===== src/rtl/bs_tx_sequencer_if.sv =====
// Bus bundle between the backscatter reply sequencer, the reply-assembly
// logic (start/config/payload fetch) and the FM0/Miller modulator.
//   master : reply-assembly side (drives i_*, observes o_*)
//   slave  : sequencer side (observes i_*, drives o_*)
interface bs_tx_sequencer_if #(
    parameter int unsigned LEN_W = 16,
    parameter int unsigned DIV_W = 8
);
    logic             i_start;
    logic             i_abort;
    logic [1:0]       i_m_dec;
    logic             i_trext;
    logic [DIV_W-1:0] i_blf_div;
    logic [LEN_W-1:0] i_tx_len;
    logic             i_tx_bit;

    logic             o_bit_rd;
    logic             o_en2blf_mod;
    logic             o_enable_mod;
    logic             o_data_ocu;
    logic             o_violate_mod;
    logic             o_mblf_mod;
    logic             o_clear_cu;
    logic             o_busy;
    logic             o_done;

    modport master (
        output i_start, i_abort, i_m_dec, i_trext, i_blf_div, i_tx_len, i_tx_bit,
        input  o_bit_rd, o_en2blf_mod, o_enable_mod, o_data_ocu, o_violate_mod,
               o_mblf_mod, o_clear_cu, o_busy, o_done
    );

    modport slave (
        input  i_start, i_abort, i_m_dec, i_trext, i_blf_div, i_tx_len, i_tx_bit,
        output o_bit_rd, o_en2blf_mod, o_enable_mod, o_data_ocu, o_violate_mod,
               o_mblf_mod, o_clear_cu, o_busy, o_done
    );
endinterface


===== src/rtl/bs_tx_sequencer.sv =====
// Backscatter reply sequencer: generates the BLF tick and walks one reply
// (pilot, preamble, payload, dummy '1', tail) through the modulator.
// Ports:
//   clk, rst_n : clock, asynchronous active-low reset
//   bus        : bs_tx_sequencer_if.slave -- start/abort/config and payload
//                fetch from reply assembly, tick/enable/data/flags/clear to
//                the modulator, busy/done status
// All outputs are registered. Slot changes happen on the edge that ends a
// slot-closing tick cycle, so data/flags are stable for the whole next slot.
module bs_tx_sequencer #(
    parameter int unsigned LEN_W = 16,
    parameter int unsigned DIV_W = 8
) (
    input  logic             clk,
    input  logic             rst_n,
    bs_tx_sequencer_if.slave bus
);
    localparam int unsigned TK_W = 4;
    // Preamble patterns, bit k = slot k
    localparam logic [7:0] FM0_PAT = 8'b0010_0101;  // 1,0,1,0,0,1
    localparam logic [7:0] MIL_PAT = 8'b0011_1010;  // 0,1,0,1,1,1

    typedef enum logic [2:0] {
        S_IDLE, S_PILOT, S_PREAMBLE, S_DATA, S_DUMMY, S_TAIL, S_DONE
    } state_t;

    state_t           r_state, w_state_nxt, w_adv_state;
    logic [DIV_W-1:0] r_cnt, w_cnt_nxt, r_div, w_div_nxt, w_div_m1;
    logic [TK_W-1:0]  r_tk, w_tk_nxt, w_tpb_m1;
    logic [LEN_W-1:0] r_idx, w_idx_nxt, w_adv_idx, r_len, w_len_nxt;
    logic [LEN_W-1:0] w_pilot_last, w_pre_last;
    logic [1:0]       r_m, w_m_nxt;
    logic             r_trext, w_trext_nxt;
    logic             r_bit_rd, r_tick, r_en, r_data, r_viol, r_mblf, r_clear, r_busy, r_done;
    logic             w_bit_rd_nxt, w_tick_nxt, w_en_nxt, w_data_nxt, w_viol_nxt;
    logic             w_mblf_nxt, w_clear_nxt, w_busy_nxt, w_done_nxt;
    logic             w_in_slot, w_close, w_abort;
    logic [2:0]       w_slot;

    // {data, violate, mblf} for a slot that is about to begin
    function automatic logic [2:0] f_slot(input state_t st, input logic [LEN_W-1:0] idx,
                                          input logic [1:0] m, input logic trext);
        logic [LEN_W-1:0] pos;
        logic [2:0]       slot;
        slot = 3'b000;
        pos  = (m == 2'b00 && trext) ? idx - LEN_W'(12) : idx;
        case (st)
            S_PILOT:    slot = 3'b001;
            S_PREAMBLE: begin
                if (m != 2'b00)
                    slot = {MIL_PAT[pos[2:0]], 2'b00};
                else if (!(trext && idx < LEN_W'(12)))
                    slot = {FM0_PAT[pos[2:0]], pos == LEN_W'(4), 1'b0};
            end
            S_DUMMY, S_TAIL: slot = 3'b100;
            default:    slot = 3'b000;
        endcase
        return slot;
    endfunction

    always_comb begin
        case (r_m)
            2'b00:   w_tpb_m1 = TK_W'(1);
            2'b01:   w_tpb_m1 = TK_W'(3);
            2'b10:   w_tpb_m1 = TK_W'(7);
            default: w_tpb_m1 = TK_W'(15);
        endcase
    end

    assign w_div_m1     = r_div - DIV_W'(1);
    assign w_pilot_last = r_trext ? LEN_W'(15) : LEN_W'(3);
    assign w_pre_last   = (r_m == 2'b00 && r_trext) ? LEN_W'(17) : LEN_W'(5);
    assign w_in_slot    = (r_state == S_PILOT) || (r_state == S_PREAMBLE) ||
                          (r_state == S_DATA)  || (r_state == S_DUMMY);
    assign w_close      = r_tick && (r_tk == w_tpb_m1);
    assign w_abort      = (r_state != S_IDLE) && bus.i_abort;

    // Which slot follows the current one
    always_comb begin
        w_adv_state = r_state;
        w_adv_idx   = r_idx + LEN_W'(1);
        case (r_state)
            S_PILOT: if (r_idx == w_pilot_last) begin
                w_adv_state = S_PREAMBLE;
                w_adv_idx   = '0;
            end
            S_PREAMBLE: if (r_idx == w_pre_last) begin
                w_adv_state = (r_len == '0) ? S_DUMMY : S_DATA;
                w_adv_idx   = '0;
            end
            S_DATA: if (r_idx == r_len - LEN_W'(1)) begin
                w_adv_state = S_DUMMY;
                w_adv_idx   = '0;
            end
            S_DUMMY: begin
                w_adv_state = S_TAIL;
                w_adv_idx   = '0;
            end
            default: ;
        endcase
    end

    // State register
    always_ff @(posedge clk or negedge rst_n) begin
        if (!rst_n) r_state <= S_IDLE;
        else        r_state <= w_state_nxt;
    end

    // Next state; abort wins over everything outside IDLE, start only in IDLE
    always_comb begin
        w_state_nxt = r_state;
        case (r_state)
            S_IDLE: if (bus.i_start && !bus.i_abort)
                w_state_nxt = (bus.i_m_dec == 2'b00) ? S_PREAMBLE : S_PILOT;
            S_PILOT, S_PREAMBLE, S_DATA, S_DUMMY: if (w_close) w_state_nxt = w_adv_state;
            S_TAIL: if (r_tick && r_idx == LEN_W'(1)) w_state_nxt = S_DONE;
            S_DONE: w_state_nxt = S_IDLE;
            default: w_state_nxt = S_IDLE;
        endcase
        if (w_abort) w_state_nxt = S_IDLE;
    end

    // Next values of counters, latched config and outputs
    always_comb begin
        w_cnt_nxt    = r_cnt;
        w_tk_nxt     = r_tk;
        w_idx_nxt    = r_idx;
        w_m_nxt      = r_m;
        w_trext_nxt  = r_trext;
        w_div_nxt    = r_div;
        w_len_nxt    = r_len;
        w_en_nxt     = r_en;
        w_data_nxt   = r_data;
        w_viol_nxt   = r_viol;
        w_mblf_nxt   = r_mblf;
        w_busy_nxt   = r_busy;
        w_bit_rd_nxt = 1'b0;
        w_tick_nxt   = 1'b0;
        w_clear_nxt  = 1'b0;
        w_done_nxt   = 1'b0;
        w_slot       = 3'b000;
        case (r_state)
            S_IDLE: begin
                w_cnt_nxt = '0;
                w_tk_nxt  = '0;
                w_idx_nxt = '0;
                if (bus.i_start && !bus.i_abort) begin
                    w_m_nxt     = bus.i_m_dec;
                    w_trext_nxt = bus.i_trext;
                    w_div_nxt   = (bus.i_blf_div < DIV_W'(2)) ? DIV_W'(2) : bus.i_blf_div;
                    w_len_nxt   = bus.i_tx_len;
                    w_busy_nxt  = 1'b1;
                    w_en_nxt    = 1'b1;
                    w_slot      = f_slot(w_state_nxt, '0, bus.i_m_dec, bus.i_trext);
                    {w_data_nxt, w_viol_nxt, w_mblf_nxt} = w_slot;
                end
            end
            S_DONE: begin
                w_cnt_nxt  = '0;
                w_tk_nxt   = '0;
                w_idx_nxt  = '0;
                w_busy_nxt = 1'b0;
                w_en_nxt   = 1'b0;
                w_data_nxt = 1'b0;
                w_viol_nxt = 1'b0;
                w_mblf_nxt = 1'b0;
            end
            default: begin
                w_cnt_nxt = (r_cnt == w_div_m1) ? '0 : r_cnt + DIV_W'(1);
                if (r_state == S_TAIL) begin
                    // Two ticks let the modulator settle before done/clear
                    if (r_tick) begin
                        w_idx_nxt = r_idx + LEN_W'(1);
                        if (r_idx == LEN_W'(1)) begin
                            w_done_nxt  = 1'b1;
                            w_clear_nxt = 1'b1;
                        end
                    end
                end else if (r_tick) begin
                    if (w_close) begin
                        w_tk_nxt  = '0;
                        w_idx_nxt = w_adv_idx;
                        w_slot    = f_slot(w_adv_state, w_adv_idx, r_m, r_trext);
                        {w_data_nxt, w_viol_nxt, w_mblf_nxt} = w_slot;
                        if (w_adv_state == S_DATA) w_data_nxt = bus.i_tx_bit;
                        if (w_adv_state == S_TAIL) w_en_nxt   = 1'b0;
                    end else begin
                        w_tk_nxt = r_tk + TK_W'(1);
                    end
                end
                w_tick_nxt = (w_cnt_nxt == w_div_m1) && (w_state_nxt != S_IDLE);
                // Strobe is issued with the closing tick that opens a payload slot
                w_bit_rd_nxt = w_in_slot && w_tick_nxt && (r_tk == w_tpb_m1) &&
                               (w_adv_state == S_DATA);
            end
        endcase
        if (w_abort) begin
            w_cnt_nxt    = '0;
            w_tk_nxt     = '0;
            w_idx_nxt    = '0;
            w_busy_nxt   = 1'b0;
            w_en_nxt     = 1'b0;
            w_data_nxt   = 1'b0;
            w_viol_nxt   = 1'b0;
            w_mblf_nxt   = 1'b0;
            w_bit_rd_nxt = 1'b0;
            w_tick_nxt   = 1'b0;
            w_done_nxt   = 1'b0;
            w_clear_nxt  = 1'b1;
        end
    end

    // Datapath and output registers
    always_ff @(posedge clk or negedge rst_n) begin
        if (!rst_n) begin
            r_cnt    <= '0;
            r_tk     <= '0;
            r_idx    <= '0;
            r_m      <= '0;
            r_trext  <= 1'b0;
            r_div    <= '0;
            r_len    <= '0;
            r_bit_rd <= 1'b0;
            r_tick   <= 1'b0;
            r_en     <= 1'b0;
            r_data   <= 1'b0;
            r_viol   <= 1'b0;
            r_mblf   <= 1'b0;
            r_clear  <= 1'b0;
            r_busy   <= 1'b0;
            r_done   <= 1'b0;
        end else begin
            r_cnt    <= w_cnt_nxt;
            r_tk     <= w_tk_nxt;
            r_idx    <= w_idx_nxt;
            r_m      <= w_m_nxt;
            r_trext  <= w_trext_nxt;
            r_div    <= w_div_nxt;
            r_len    <= w_len_nxt;
            r_bit_rd <= w_bit_rd_nxt;
            r_tick   <= w_tick_nxt;
            r_en     <= w_en_nxt;
            r_data   <= w_data_nxt;
            r_viol   <= w_viol_nxt;
            r_mblf   <= w_mblf_nxt;
            r_clear  <= w_clear_nxt;
            r_busy   <= w_busy_nxt;
            r_done   <= w_done_nxt;
        end
    end

    assign bus.o_bit_rd      = r_bit_rd;
    assign bus.o_en2blf_mod  = r_tick;
    assign bus.o_enable_mod  = r_en;
    assign bus.o_data_ocu    = r_data;
    assign bus.o_violate_mod = r_viol;
    assign bus.o_mblf_mod    = r_mblf;
    assign bus.o_clear_cu    = r_clear;
    assign bus.o_busy        = r_busy;
    assign bus.o_done        = r_done;
endmodule


===== src/flat_wrapper.sv =====
// flat-port wrapper written by rule: the top's interface ports become plain ports
module bs_tx_sequencer_flat 
#(
    parameter int unsigned LEN_W = 16,
    parameter int unsigned DIV_W = 8
)
  (clk, rst_n, bus_i_start, bus_i_abort, bus_i_m_dec, bus_i_trext, bus_i_blf_div, bus_i_tx_len, bus_i_tx_bit, bus_o_bit_rd, bus_o_en2blf_mod, bus_o_enable_mod, bus_o_data_ocu, bus_o_violate_mod, bus_o_mblf_mod, bus_o_clear_cu, bus_o_busy, bus_o_done);
  bs_tx_sequencer_if #(.LEN_W(LEN_W), .DIV_W(DIV_W)) bus_i ();
  input  logic clk;
  input  logic rst_n;
  input wire logic [$bits(bus_i.i_start)-1:0] bus_i_start;
  input wire logic [$bits(bus_i.i_abort)-1:0] bus_i_abort;
  input wire logic [$bits(bus_i.i_m_dec)-1:0] bus_i_m_dec;
  input wire logic [$bits(bus_i.i_trext)-1:0] bus_i_trext;
  input wire logic [$bits(bus_i.i_blf_div)-1:0] bus_i_blf_div;
  input wire logic [$bits(bus_i.i_tx_len)-1:0] bus_i_tx_len;
  input wire logic [$bits(bus_i.i_tx_bit)-1:0] bus_i_tx_bit;
  output wire logic [$bits(bus_i.o_bit_rd)-1:0] bus_o_bit_rd;
  output wire logic [$bits(bus_i.o_en2blf_mod)-1:0] bus_o_en2blf_mod;
  output wire logic [$bits(bus_i.o_enable_mod)-1:0] bus_o_enable_mod;
  output wire logic [$bits(bus_i.o_data_ocu)-1:0] bus_o_data_ocu;
  output wire logic [$bits(bus_i.o_violate_mod)-1:0] bus_o_violate_mod;
  output wire logic [$bits(bus_i.o_mblf_mod)-1:0] bus_o_mblf_mod;
  output wire logic [$bits(bus_i.o_clear_cu)-1:0] bus_o_clear_cu;
  output wire logic [$bits(bus_i.o_busy)-1:0] bus_o_busy;
  output wire logic [$bits(bus_i.o_done)-1:0] bus_o_done;
  assign bus_i.i_start = bus_i_start;
  assign bus_i.i_abort = bus_i_abort;
  assign bus_i.i_m_dec = bus_i_m_dec;
  assign bus_i.i_trext = bus_i_trext;
  assign bus_i.i_blf_div = bus_i_blf_div;
  assign bus_i.i_tx_len = bus_i_tx_len;
  assign bus_i.i_tx_bit = bus_i_tx_bit;
  assign bus_o_bit_rd = bus_i.o_bit_rd;
  assign bus_o_en2blf_mod = bus_i.o_en2blf_mod;
  assign bus_o_enable_mod = bus_i.o_enable_mod;
  assign bus_o_data_ocu = bus_i.o_data_ocu;
  assign bus_o_violate_mod = bus_i.o_violate_mod;
  assign bus_o_mblf_mod = bus_i.o_mblf_mod;
  assign bus_o_clear_cu = bus_i.o_clear_cu;
  assign bus_o_busy = bus_i.o_busy;
  assign bus_o_done = bus_i.o_done;
  bs_tx_sequencer #(.LEN_W(LEN_W), .DIV_W(DIV_W)) u_core (.clk(clk), .rst_n(rst_n), .bus(bus_i));
endmodule

===== config.mk =====
export PLATFORM = sky130hd
export DESIGN_NAME = bs_tx_sequencer_flat
export DESIGN_NICKNAME = d
export VERILOG_FILES = /design/src/rtl/bs_tx_sequencer_if.sv /design/src/rtl/bs_tx_sequencer.sv /design/src/flat_wrapper.sv
export SDC_FILE = /design/constraint.sdc
export NUM_CORES = 1
export LEC_CHECK = 0
export ABC_CLOCK_PERIOD_IN_PS = 5500
export CORE_ASPECT_RATIO = 0.7
export CORE_MARGIN = 1
export CORE_UTILIZATION = 30
export CTS_CLUSTER_SIZE = 20
export DETAILED_ROUTE_END_ITERATION = 16
export HOLD_SLACK_MARGIN = 0.06
export SYNTH_ARGS = -nofsm -noshare
export SYNTH_HDL_FRONTEND = slang
export SYNTH_SLANG_ARGS = --single-unit
export TNS_END_PERCENT = 100

===== constraint.sdc =====
create_clock -name clk -period 5.5 [get_ports clk]
set_input_delay 1.1 -clock clk [delete_from_list [all_inputs] [get_ports clk]]
set_output_delay 1.1 -clock clk [all_outputs]
set_load 0.1 [all_outputs]

==> results of run 1 <==
==> cell families (layout without fill, tap and decap cells) <==
| kind of cell | count (synthesis) | after routing | share of synthesized area (%) |
|---|---|---|---|
| flip-flops | 67 | 67 | 31.9 |
| AO/OA/AOI/OAI | 147 | 147 | 19.3 |
| adder cells (fa/ha/maj) | 7 | 7 | 1.67 |
| XOR/XNOR | 55 | 55 | 9.70 |
| AND/OR/NAND/NOR | 325 | 325 | 31.9 |
| multiplexers | 7 | 7 | 1.38 |
| buffers and inverters | 57 | 78 | 4.16 |
==> flip-flops by register name, indices dropped and copies added, names as in the netlist, 2 cells and up <==
register / count
u_core.r_cnt: 8
u_core.r_div: 8
u_core.r_idx: 16
u_core.r_len: 16
u_core.r_m: 2
u_core.r_state: 3
u_core.r_tk: 4
==> layout make-up <==
class                   instances  share of cell area, %
clock buffers                   9                   3.67
clock inverters                 6                   1.08
inverters                      18                   1.10
multi-input cells             541                   55.0
flip-flops and latches         67                   27.4
well taps                     231                   4.72
repair buffers                 45                   7.10
==> worst max-delay path: cells and delay by family, from the launching register on <==
family | cells | cell delay (ps)
simple gates | 7 | 2020
compound gates | 6 | 1290
fa+ha+maj | 2 | 620
flops | 1 | 440
buf+inv | 1 | 130
xor+xnor | 1 | 100
==> power breakdown <==
part	switching (W)	internal, W	total [W]
clock network	0.000234	0.000349	0.000583
registers	0.000256	0.000627	0.000884
logic	0.000818	0.000527	0.00134
total	0.00131	0.00150	0.00281
==> layout by cell type (no fill, tap or decap), types with 5 or more instances in the layout <==
cell type | Yosys | routed
nand2_1 | 114 | 114
dfrtp_1 | 67 | 67
nor2_1 | 57 | 57
o21ai_0 | 40 | 40
clkdlybuf4s50_1 | 0 | 39
xnor2_1 | 30 | 30
a21oi_1 | 27 | 27
xor2_1 | 23 | 23
nor3_1 | 21 | 20
nand3_1 | 19 | 19
inv_1 | 17 | 17
nand2b_1 | 14 | 14
o31ai_1 | 12 | 12
nor4_1 | 12 | 12
nand4_1 | 11 | 11
nor2b_1 | 10 | 10
and2_1 | 9 | 9
clkbuf_16 | 0 | 9
a31oi_1 | 8 | 8
and3_1 | 8 | 8
or3_1 | 7 | 7
ha_1 | 7 | 7
nor4b_1 | 6 | 6
buf_4 | 0 | 6
nor3b_1 | 5 | 5
mux2i_1 | 5 | 5
nand3b_1 | 5 | 5
==> stage by stage <==
step | instance area, um^2 | std cells | power [W] | utilization [%]
2_1_floorplan | 5260 | 665 | 0.00186 | -
3_3_place_gp | 5840 | 902 | 0.00221 | 34.0
3_5_place_dp | 5840 | 902 | 0.00222 | 34.0
4_1_cts | 6130 | 917 | 0.00282 | 35.7
5_1_grt | 6130 | 917 | 0.00301 | 35.7
6_report | 6130 | 917 | 0.00281 | 35.7
==> final timing paths <==
| check | from | to | slack (ps) | cells past startpoint |
|---|---|---|---|---|
| min in group asynchronous | rst_n | u_core.r_idx[7]$_DFFE_PN0P_ | 870 | 1 |
| setup reg to reg | u_core.r_len[0]$_DFFE_PN0P_ | u_core.bus.o_violate_mod$_DFFE_PN0P_ | 800 | 17 |
| hold / removal | u_core.bus.o_enable_mod$_DFFE_PN0P_ | u_core.bus.o_enable_mod$_DFFE_PN0P_ | 480 | 2 |
| setup / recovery | u_core.r_len[0]$_DFFE_PN0P_ | u_core.bus.o_violate_mod$_DFFE_PN0P_ | 800 | 17 |
| max in group asynchronous | rst_n | u_core.r_len[1]$_DFFE_PN0P_ | 4050 | 1 |
| hold reg to reg | u_core.bus.o_enable_mod$_DFFE_PN0P_ | u_core.bus.o_enable_mod$_DFFE_PN0P_ | 480 | 2 |
==> per-layer routing <==
metal | routed length [um] | vias up
li1 | - | 2418
met3 | 1130 | 10
met5 | 0 | -
met2 | 5680 | 207
met4 | 138 | 0
met1 | 8070 | 2289
==> impl_metrics.ini, run 1 <==
[worst_setup_path]
setup.worst_path.end_class = flip-flop
crit_path_max_fanout = 8
path_class = flip-flop to flip-flop
required_ps = 5750
critical_path_arrival_ps = 4950
crit_path_top_delay_cell = or4_4
start_kind = flip-flop
crit_chain = inv_1 -> ha_1 -> nor3b_1 -> xnor2_1 -> or4_4 -> nor4_4 -> o2111ai_4 -> o21ai_0 -> a21oi_1 -> ha_1 -> nor3_1 -> nor3b_1 -> a31oi_1 -> a21o_1 -> nor4b_1 -> nand4_1 -> o22ai_1
cpPeakStageDelay_ps = 520

[grt]
antenna_found_initial = 0
grt_overflow = 0
use_met3_pct = 3.48
grt.total_usage_pct = 17.6
grt_first_pass_wirelength_um = 25400
met1_usage_pct = 28.2
grt_use_met2_pct = 23.2
grt_pass1_vias = 4650
grt.busiest_layer = met1
grt_max_degree = 68

[clock_tree]
clk_pin_slew_ps = 60
worstSkewPairLatency_ps = 340
clockBufferDepth = 2
cts_buffers = 9
htree_levels = 3
cts.sinks = 67
post_cts_buffers = 0
cts_root_buffer = clkbuf_16
cts_hold_buf = 0
cts_tree = done
cts_resized = 0

[yosys]
yosys_warnings = 0
yosys-top-cells-area = dfrtp_1, nand2_1, xnor2_1
ys_seq_area_share_pct = 31.9
ys.flop_type = dfrtp_1
yosysMostFrequentCell = nand2_1
synth-async-reset-ratio_pct = 100
synth_common_cells = nand2_1, dfrtp_1, nor2_1, o21ai_0, clkbuf_1
synth.distinct_cells = 77
synth_top_area_share_pct = 31.9
synth_edf_count = 0
syn_area_per_cell_um2 = 7.91
syn_area_um2 = 5260
ys_ff_latch = 67
yosys.area.top_type = dfrtp_1
syn_nets = 704
syn_inst = 665

[route]
drcViolationCount = 0
wl_um = 15000
detail_route.wl_per_cell_um = 16.4
drt-initial-drc-count = 560
drt_first_pass_iters = 5
viasPerCell = 5.37
vias = 4924
ant_nets = 0

[sta]
slew_headroom_pct = 20.2
whs_ps = 478
worst_slack_ps = 803
setup_violations = 0
hold_viol_final = 0
worst_slew_pin_slew_ps = 1190
tns_ps = 0
rsz0062_at_grt = no
min_period_ps = 4700
slew_viol_final = 0
finClkSkew_ps = 10.9
period_share_pct = 85.4
clock.fmax_mhz = 213

[floorplanning]
io_pins = 41
initial_utilization_pct = 30.6
rows = 40
dieArea_um2 = 18100
die_w_um = 160
die_h_um = 113
fp.coreArea_um2 = 17200

[power]
power_density_nw_per_um2 = 459
ir_worst_vdd_uv = 255
cellLeakagePower_nw = 2.53

[placement]
dp_slack_ps = 951
dp_hpwl_um = 10900
place.gp.congestion = 0.930
numPortBuffers = 40

[finish]
finalNetCount = 721
drive_above_1_share_pct = 6.27
multi_input_area_um2 = 3370
area_delta_synth_final_pct = 16.5
diodes = 0
num-fill-cells = 1777
regArea_um2 = 1680

[status]
outcome = finished, final reports clean

[run]
max_cap_violations = 0

[worst_hold_path]
hold_class = flip-flop to flip-flop
Note: power is estimated with default switching activity, not from simulation.
==> run 2, diff against run 1 <==
--- a/config.mk
+++ b/config.mk
@@ -5,6 +5,7 @@
 export SDC_FILE = /design/constraint.sdc
 export NUM_CORES = 1
 export LEC_CHECK = 0
+export ABC_AREA = 1
 export ABC_CLOCK_PERIOD_IN_PS = 5500
 export CORE_ASPECT_RATIO = 0.7
 export CORE_MARGIN = 1
@@ -12,6 +13,8 @@
 export CTS_CLUSTER_SIZE = 20
 export DETAILED_ROUTE_END_ITERATION = 16
 export HOLD_SLACK_MARGIN = 0.06
+export SKIP_LAST_GASP = 1
+export SLEW_MARGIN = 20
 export SYNTH_ARGS = -nofsm -noshare
 export SYNTH_HDL_FRONTEND = slang
 export SYNTH_SLANG_ARGS = --single-unit
==> run 2 against run 1 <==
Compared with the run above:
- via count is 4.0% lower
- maximum frequency is 30% higher
- utilization is 0.82 points higher
- power is 8.3% lower
- combinational power is 14% lower
- sequential cell count stayed put
==> impl_metrics.ini, run 2 <==
[status]
outcome = finished, final reports clean

[power]
finalPower_w = 0.00258
cellLeakagePower_nw = 2.87
ir_worst_vdd_uv = 184
power_density_nw_per_um2 = 435

[finish]
area_delta_synth_final_pct = 19.2
reg.largest.list = u_core.r_idx x16, u_core.r_len x16
regArea_um2 = 1680
final_cells = 1000
finalNetCount = 809
fin_util_pct = 36.5
multi_input_area_um2 = 2810
drive_above_1_share_pct = 7.87
final_cell_mix = nand2_1, inv_1, nor2_1
num-fill-cells = 1765
final_common_cell = nand2_1
diodes = 0

[worst_setup_path]
reg2reg_from = u_core.r_len[0]$_DFFE_PN0P_
required_ps = 5780
cpPeakStageDelay_ps = 390
setup.worst_path.end_class = flip-flop
cp_num_buf_inv = 2
start_kind = flip-flop
r2r-end = u_core.bus.o_violate_mod$_DFFE_PN0P_
reg2regPathDepth = 27
crit_path_max_fanout = 21
r2r_setup_slack_ps = 1890
crit_path_top_delay_cell = dfrtp_1
critical_path_arrival_ps = 3880
path_class = flip-flop to flip-flop
cpMostUsedCell = nand2_1
path_delay_family = simple AND/OR/NAND/NOR gates

[placement]
dp_hpwl_um = 10200
numPortBuffers = 40
place.gp.congestion = 0.874
place_inst = 984

[worst_hold_path]
hold_end = u_core.bus.o_data_ocu$_DFFE_PN0P_
min_from = u_core.bus.o_data_ocu$_DFFE_PN0P_
hold_class = flip-flop to flip-flop
hold_depth = 2

[clock_tree]
cts.sinks = 67
cts_resized = 0
cts_hold_buf = 0
cts_root_buffer = clkbuf_16
post_cts_buffers = 0
cts_tree = done
cts_buffers = 9
worstSkewPairLatency_ps = 340
clk_pin_slew_ps = 60
clockBufferDepth = 2
htree_levels = 3

[yosys]
syn_area_um2 = 4980
ys.flop_type = dfrtp_1
ys_ff_latch = 67
synth_edf_count = 0
synth_common_cells = nand2_1, inv_1, nor2_1, dfrtp_1, nand3_1
syn_area_per_cell_um2 = 6.82
synth-async-reset-ratio_pct = 100
synth.distinct_cells = 44
yosys_warnings = 0
syn_inst = 730
yosys-top-cells-area = dfrtp_1, nand2_1, inv_1
yosysMostFrequentCell = nand2_1
ys_seq_area_share_pct = 33.7
yosys.area.top_type = dfrtp_1
syn_nets = 769
synth_top_area_share_pct = 33.7

[route]
ant_nets = 0
drcViolationCount = 0
wl_um = 12900
drt-initial-drc-count = 295
drt_first_pass_iters = 5
detail_route.wl_per_cell_um = 12.9
viasPerCell = 4.73
vias = 4725

[grt]
grt_max_degree = 39
grt.total_usage_pct = 16.3
grt_overflow = 0
use_met3_pct = 3.00
met1_usage_pct = 26.1
grt_pass1_vias = 4181
grt_first_pass_wirelength_um = 21700
grt_use_met2_pct = 21.7
grt.busiest_layer = met1
antenna_found_initial = 0

[sta]
hold_viol_final = 0
worst_slew_pin_slew_ps = 970
finClkSkew_ps = 5.21
slew_headroom_pct = 35.1
period_share_pct = 65.6
setup_violations = 0
tns_ps = 0
clock.fmax_mhz = 277
rsz0062_at_grt = no
min_period_ps = 3610
slew_viol_final = 0

[floorplanning]
dieArea_um2 = 17100
fp.coreArea_um2 = 16200
die_w_um = 156
io_pins = 41
rows = 39
initial_utilization_pct = 30.7
die_h_um = 110

[run]
max_cap_violations = 0
run 2: cell types whose count changed in the layout (fill, tap and decap cells not counted), moves of 8 or more:
cell and delta:
o21ai_0 -8, o22ai_1 +10, nand2_1 +75, and2_1 -9, xnor2_1 -16, nand3_1 +36, nor2_2 +9, nand2b_1 -14
nor2_1 +26, nor3_1 -8, o31ai_1 -11, nor2b_1 -10, inv_1 +91
run 2: worst max-delay path by stage:
stage | from | end | slack [ps] | cells past startpoint
CTS | u_core.r_len[0]$_DFFE_PN0P_ | u_core.bus.o_violate_mod$_DFFE_PN0P_ | 1930 | 27
global placement | bus_i_abort | u_core.r_idx[13]$_DFFE_PN0P_ | 1740 | 9
floorplan | u_core.r_len[0]$_DFFE_PN0P_ | u_core.bus.o_violate_mod$_DFFE_PN0P_ | 2420 | 28
global route | u_core.r_len[0]$_DFFE_PN0P_ | u_core.bus.o_violate_mod$_DFFE_PN0P_ | 1440 | 27
detailed placement | bus_i_abort | u_core.r_idx[0]$_DFFE_PN0P_ | 1650 | 9
finish | u_core.r_len[0]$_DFFE_PN0P_ | u_core.bus.o_violate_mod$_DFFE_PN0P_ | 1890 | 27
run 2: per-stage QoR:
stage / area [um^2] / hold WS (ps) / setup WS [ps]
5_1_grt: 5940 / 524 / 1440
3_3_place_gp: 5600 / 474 / 1740
3_5_place_dp: 5600 / 477 / 1650
2_1_floorplan: 4980 / 445 / 2420
4_1_cts: 5940 / 492 / 1930
6_report: 5940 / 486 / 1890
run 2: worst min-delay path: stages, from the launching register on:
cell and delay [ps]:
dfrtp_1 350, nand2_1 60, nand2_1 50
run 2: power by group:
group          internal, W  total (W)  switching, W
sequential        0.000623   0.000774      0.000151
combinational     0.000397    0.00115      0.000752
clock             0.000406   0.000657      0.000251
run 2: cells by family after synthesis:
group / after synthesis / share of synthesized area [%]
fa+ha+maj: 7 / 1.76
mux: 6 / 1.36
flops: 67 / 33.7
xor+xnor: 40 / 7.31
buf+inv: 125 / 9.85
simple gates: 395 / 35.9
compound gates: 90 / 10.2
run 2: layout make-up:
class	count	area share (%)
Clock buffer	9	3.79
Clock inverter	7	1.81
Inverter	112	7.08
Multi-Input combinational cell	538	47.4
Sequential cell	67	28.2
Tap cell	225	4.74
Timing Repair Buffer	42	6.91
run 2: routing by layer:
metal	share of wire, %	up-vias
met4	0.79	0
met1	56	2153
met5	0	-
met3	5.3	11
li1	-	2427
met2	38	134
==> run 3, diff against run 2 <==
--- a/config.mk
+++ b/config.mk
@@ -6,7 +6,7 @@
 export NUM_CORES = 1
 export LEC_CHECK = 0
 export ABC_AREA = 1
-export ABC_CLOCK_PERIOD_IN_PS = 5500
+export ABC_CLOCK_PERIOD_IN_PS = 3160
 export CORE_ASPECT_RATIO = 0.7
 export CORE_MARGIN = 1
 export CORE_UTILIZATION = 30
==> constraint.sdc (replaced) <==
create_clock -name clk -period 3.16 [get_ports clk]
set_input_delay 0.632 -clock clk [delete_from_list [all_inputs] [get_ports clk]]
set_output_delay 0.632 -clock clk [all_outputs]
set_load 0.1 [all_outputs]
==> run 3 against run 2 <==
Compared with the run above:
- cell area up 5.7%
- die area is the same
- routed wire length rose by 3.3%
- worst hold slack got worse by 2.2 ps
- first-iteration DRC count increased by 23%
- sequential cell count unchanged
- setup slack got worse by 1800 ps
- clock power rose by 67%
- clock-buffer cell count grew 1
- maximum frequency grew 17%
- global-route usage grew 0.26 points
- register-to-register slack got worse by 1800 ps
==> impl_metrics.ini, run 3 (synthesis gave the netlist of run 2 again) <==
[worst_setup_path]
cpMostUsedCell = nand2_1
r2r_setup_slack_ps = 70
crit_path_max_fanout = 4
path_class = flip-flop to flip-flop
crit_end = u_core.bus.o_violate_mod$_DFFE_PN0P_
reg2reg_from = u_core.r_len[3]$_DFFE_PN0P_
critical_path_arrival_ps = 3370
required_ps = 3440
crit_path_top_delay_cell = dfrtp_2
r2r-end = u_core.bus.o_violate_mod$_DFFE_PN0P_
critPathLaunch = u_core.r_len[3]$_DFFE_PN0P_
cpPeakStageDelay_ps = 430
reg2regPathDepth = 27
setup.worst_path.end_class = flip-flop
start_kind = flip-flop

[clock_tree]
clockBufferDepth = 2
cts.sinks = 67
cts_root_buffer = clkbuf_16
cts_tree = done
clk_pin_slew_ps = 60
worstSkewPairLatency_ps = 340
htree_levels = 3
cts_buffers = 9

[route]
viasPerCell = 4.63
drcViolationCount = 0
drt-initial-drc-count = 364
vias = 4805
ant_nets = 0
detail_route.wl_per_cell_um = 12.8
drt_first_pass_iters = 4
wl_um = 13300

[grt]
grt_pass1_vias = 4299
grt_max_degree = 68
antenna_found_initial = 0
grt.total_usage_pct = 16.5
grt_first_pass_wirelength_um = 22100
grt_overflow = 0

[floorplanning]
die_w_um = 156
io_pins = 41
die_h_um = 110
dieArea_um2 = 17100
initial_utilization_pct = 30.7
rows = 39
fp.coreArea_um2 = 16200

[placement]
dp_hpwl_um = 10200
place.gp.congestion = 0.874
numPortBuffers = 40
place_area_um2 = 5830
place_inst = 1015

[finish]
regArea_um2 = 1680
diodes = 0
final_cells = 1038
multi_input_area_um2 = 2890
final_cell_mix = nand2_1, inv_1, nor2_1
final_common_cell = nand2_1
finalNetCount = 847
finalInstanceArea_um2 = 6270
num-fill-cells = 1679
area_delta_synth_final_pct = 26.0
drive_above_1_share_pct = 14.6
reg.largest.list = u_core.r_idx x16, u_core.r_len x16

[power]
cellLeakagePower_nw = 3.08
finalPower_w = 0.00465
ir_worst_vdd_uv = 320
power_density_nw_per_um2 = 741

[sta]
hold_viol_final = 0
slew_headroom_pct = 43.1
slew_viol_final = 0
period_share_pct = 97.9
worst_slew_pin_slew_ps = 854
setup_violations = 0
clock.fmax_mhz = 323
finClkSkew_ps = 3.63
rsz0062_at_grt = yes
min_period_ps = 3090

[run]
max_cap_violations = 0

[worst_hold_path]
hold_class = flip-flop to flip-flop

[status]
outcome = finished, final reports clean
run 3: cell types whose count changed in the layout (fill, tap and decap cells not counted), sizes merged:
cell / previous run / this run
buf: 3 / 50
clkdlybuf4s50: 39 / 30
inv: 114 / 111
clkinv: 2 / 4
clkbuf: 9 / 10
run 3: worst min path at each step:
stage / from / cells after the start / slack (ps) / endpoint
4_1_cts: u_core.r_tk[2]$_DFFE_PN0P_ / 1 / 490 / u_core.r_tk[2]$_DFFE_PN0P_
3_5_place_dp: u_core.bus.o_mblf_mod$_DFFE_PN0P_ / 2 / 470 / u_core.bus.o_mblf_mod$_DFFE_PN0P_
3_3_place_gp: u_core.bus.o_data_ocu$_DFFE_PN0P_ / 2 / 470 / u_core.bus.o_data_ocu$_DFFE_PN0P_
6_report: u_core.bus.o_mblf_mod$_DFFE_PN0P_ / 2 / 480 / u_core.bus.o_mblf_mod$_DFFE_PN0P_
5_1_grt: u_core.r_tk[2]$_DFFE_PN0P_ / 1 / 490 / u_core.r_tk[2]$_DFFE_PN0P_
2_1_floorplan: rst_n / 0 / 340 / u_core.bus.o_bit_rd$_DFF_PN0_
run 3: area by class of cell:
class	instances	share of cell area (%)
inverters	112	6.70
flip-flops and latches	67	26.8
repair buffers	80	10.9
clock buffers	10	3.65
multi-input cells	538	46.0
well taps	225	4.49
clock inverters	6	1.44
run 3: what timing repair did:
action / 4_1_cts / 5_1_grt
pin swaps: 0 / 15
buffers inserted: 0 / 7
endpoints found under the setup margin: 1 / 2
gates resized for setup: 2 / 18
hold buffers: 0 / 0
run 3: per-layer routing:
layer / wire length, um / vias up / global-route usage (%)
met5: 0 / - / 0
met4: 135 / 0 / 4.62
met3: 659 / 11 / 3.27
met2: 4940 / 119 / 21.8
met1: 7580 / 2180 / 26.2
li1: - / 2495 / -
run 3: worst max-delay path, delay by kind of cell (launching register included):
family | cells | cell delay (ps)
fa+ha+maj | 1 | 200
flops | 1 | 430
simple gates | 22 | 2010
compound gates | 2 | 220
buf+inv | 2 | 190
run 3: power breakdown:
group          total [W]  internal, W  switching (W)  leakage, nW
logic            0.00219     0.000803        0.00139         2.07
registers        0.00135      0.00109       0.000263        0.858
clock network    0.00110     0.000693       0.000411        0.153
total            0.00465      0.00258        0.00206         3.08
run 3: per-stage QoR:
stage,util (%),hold WS (ps),setup TNS (ps),setup slack (ps)
2_1_floorplan,-,336,0,77.2
4_1_cts,37.9,485,0,1.14
6_report,38.6,484,0,65.3
5_1_grt,38.6,493,-220,-220
3_3_place_gp,35.9,471,0,44.6
3_5_place_dp,35.9,474,-11.8,-11.8
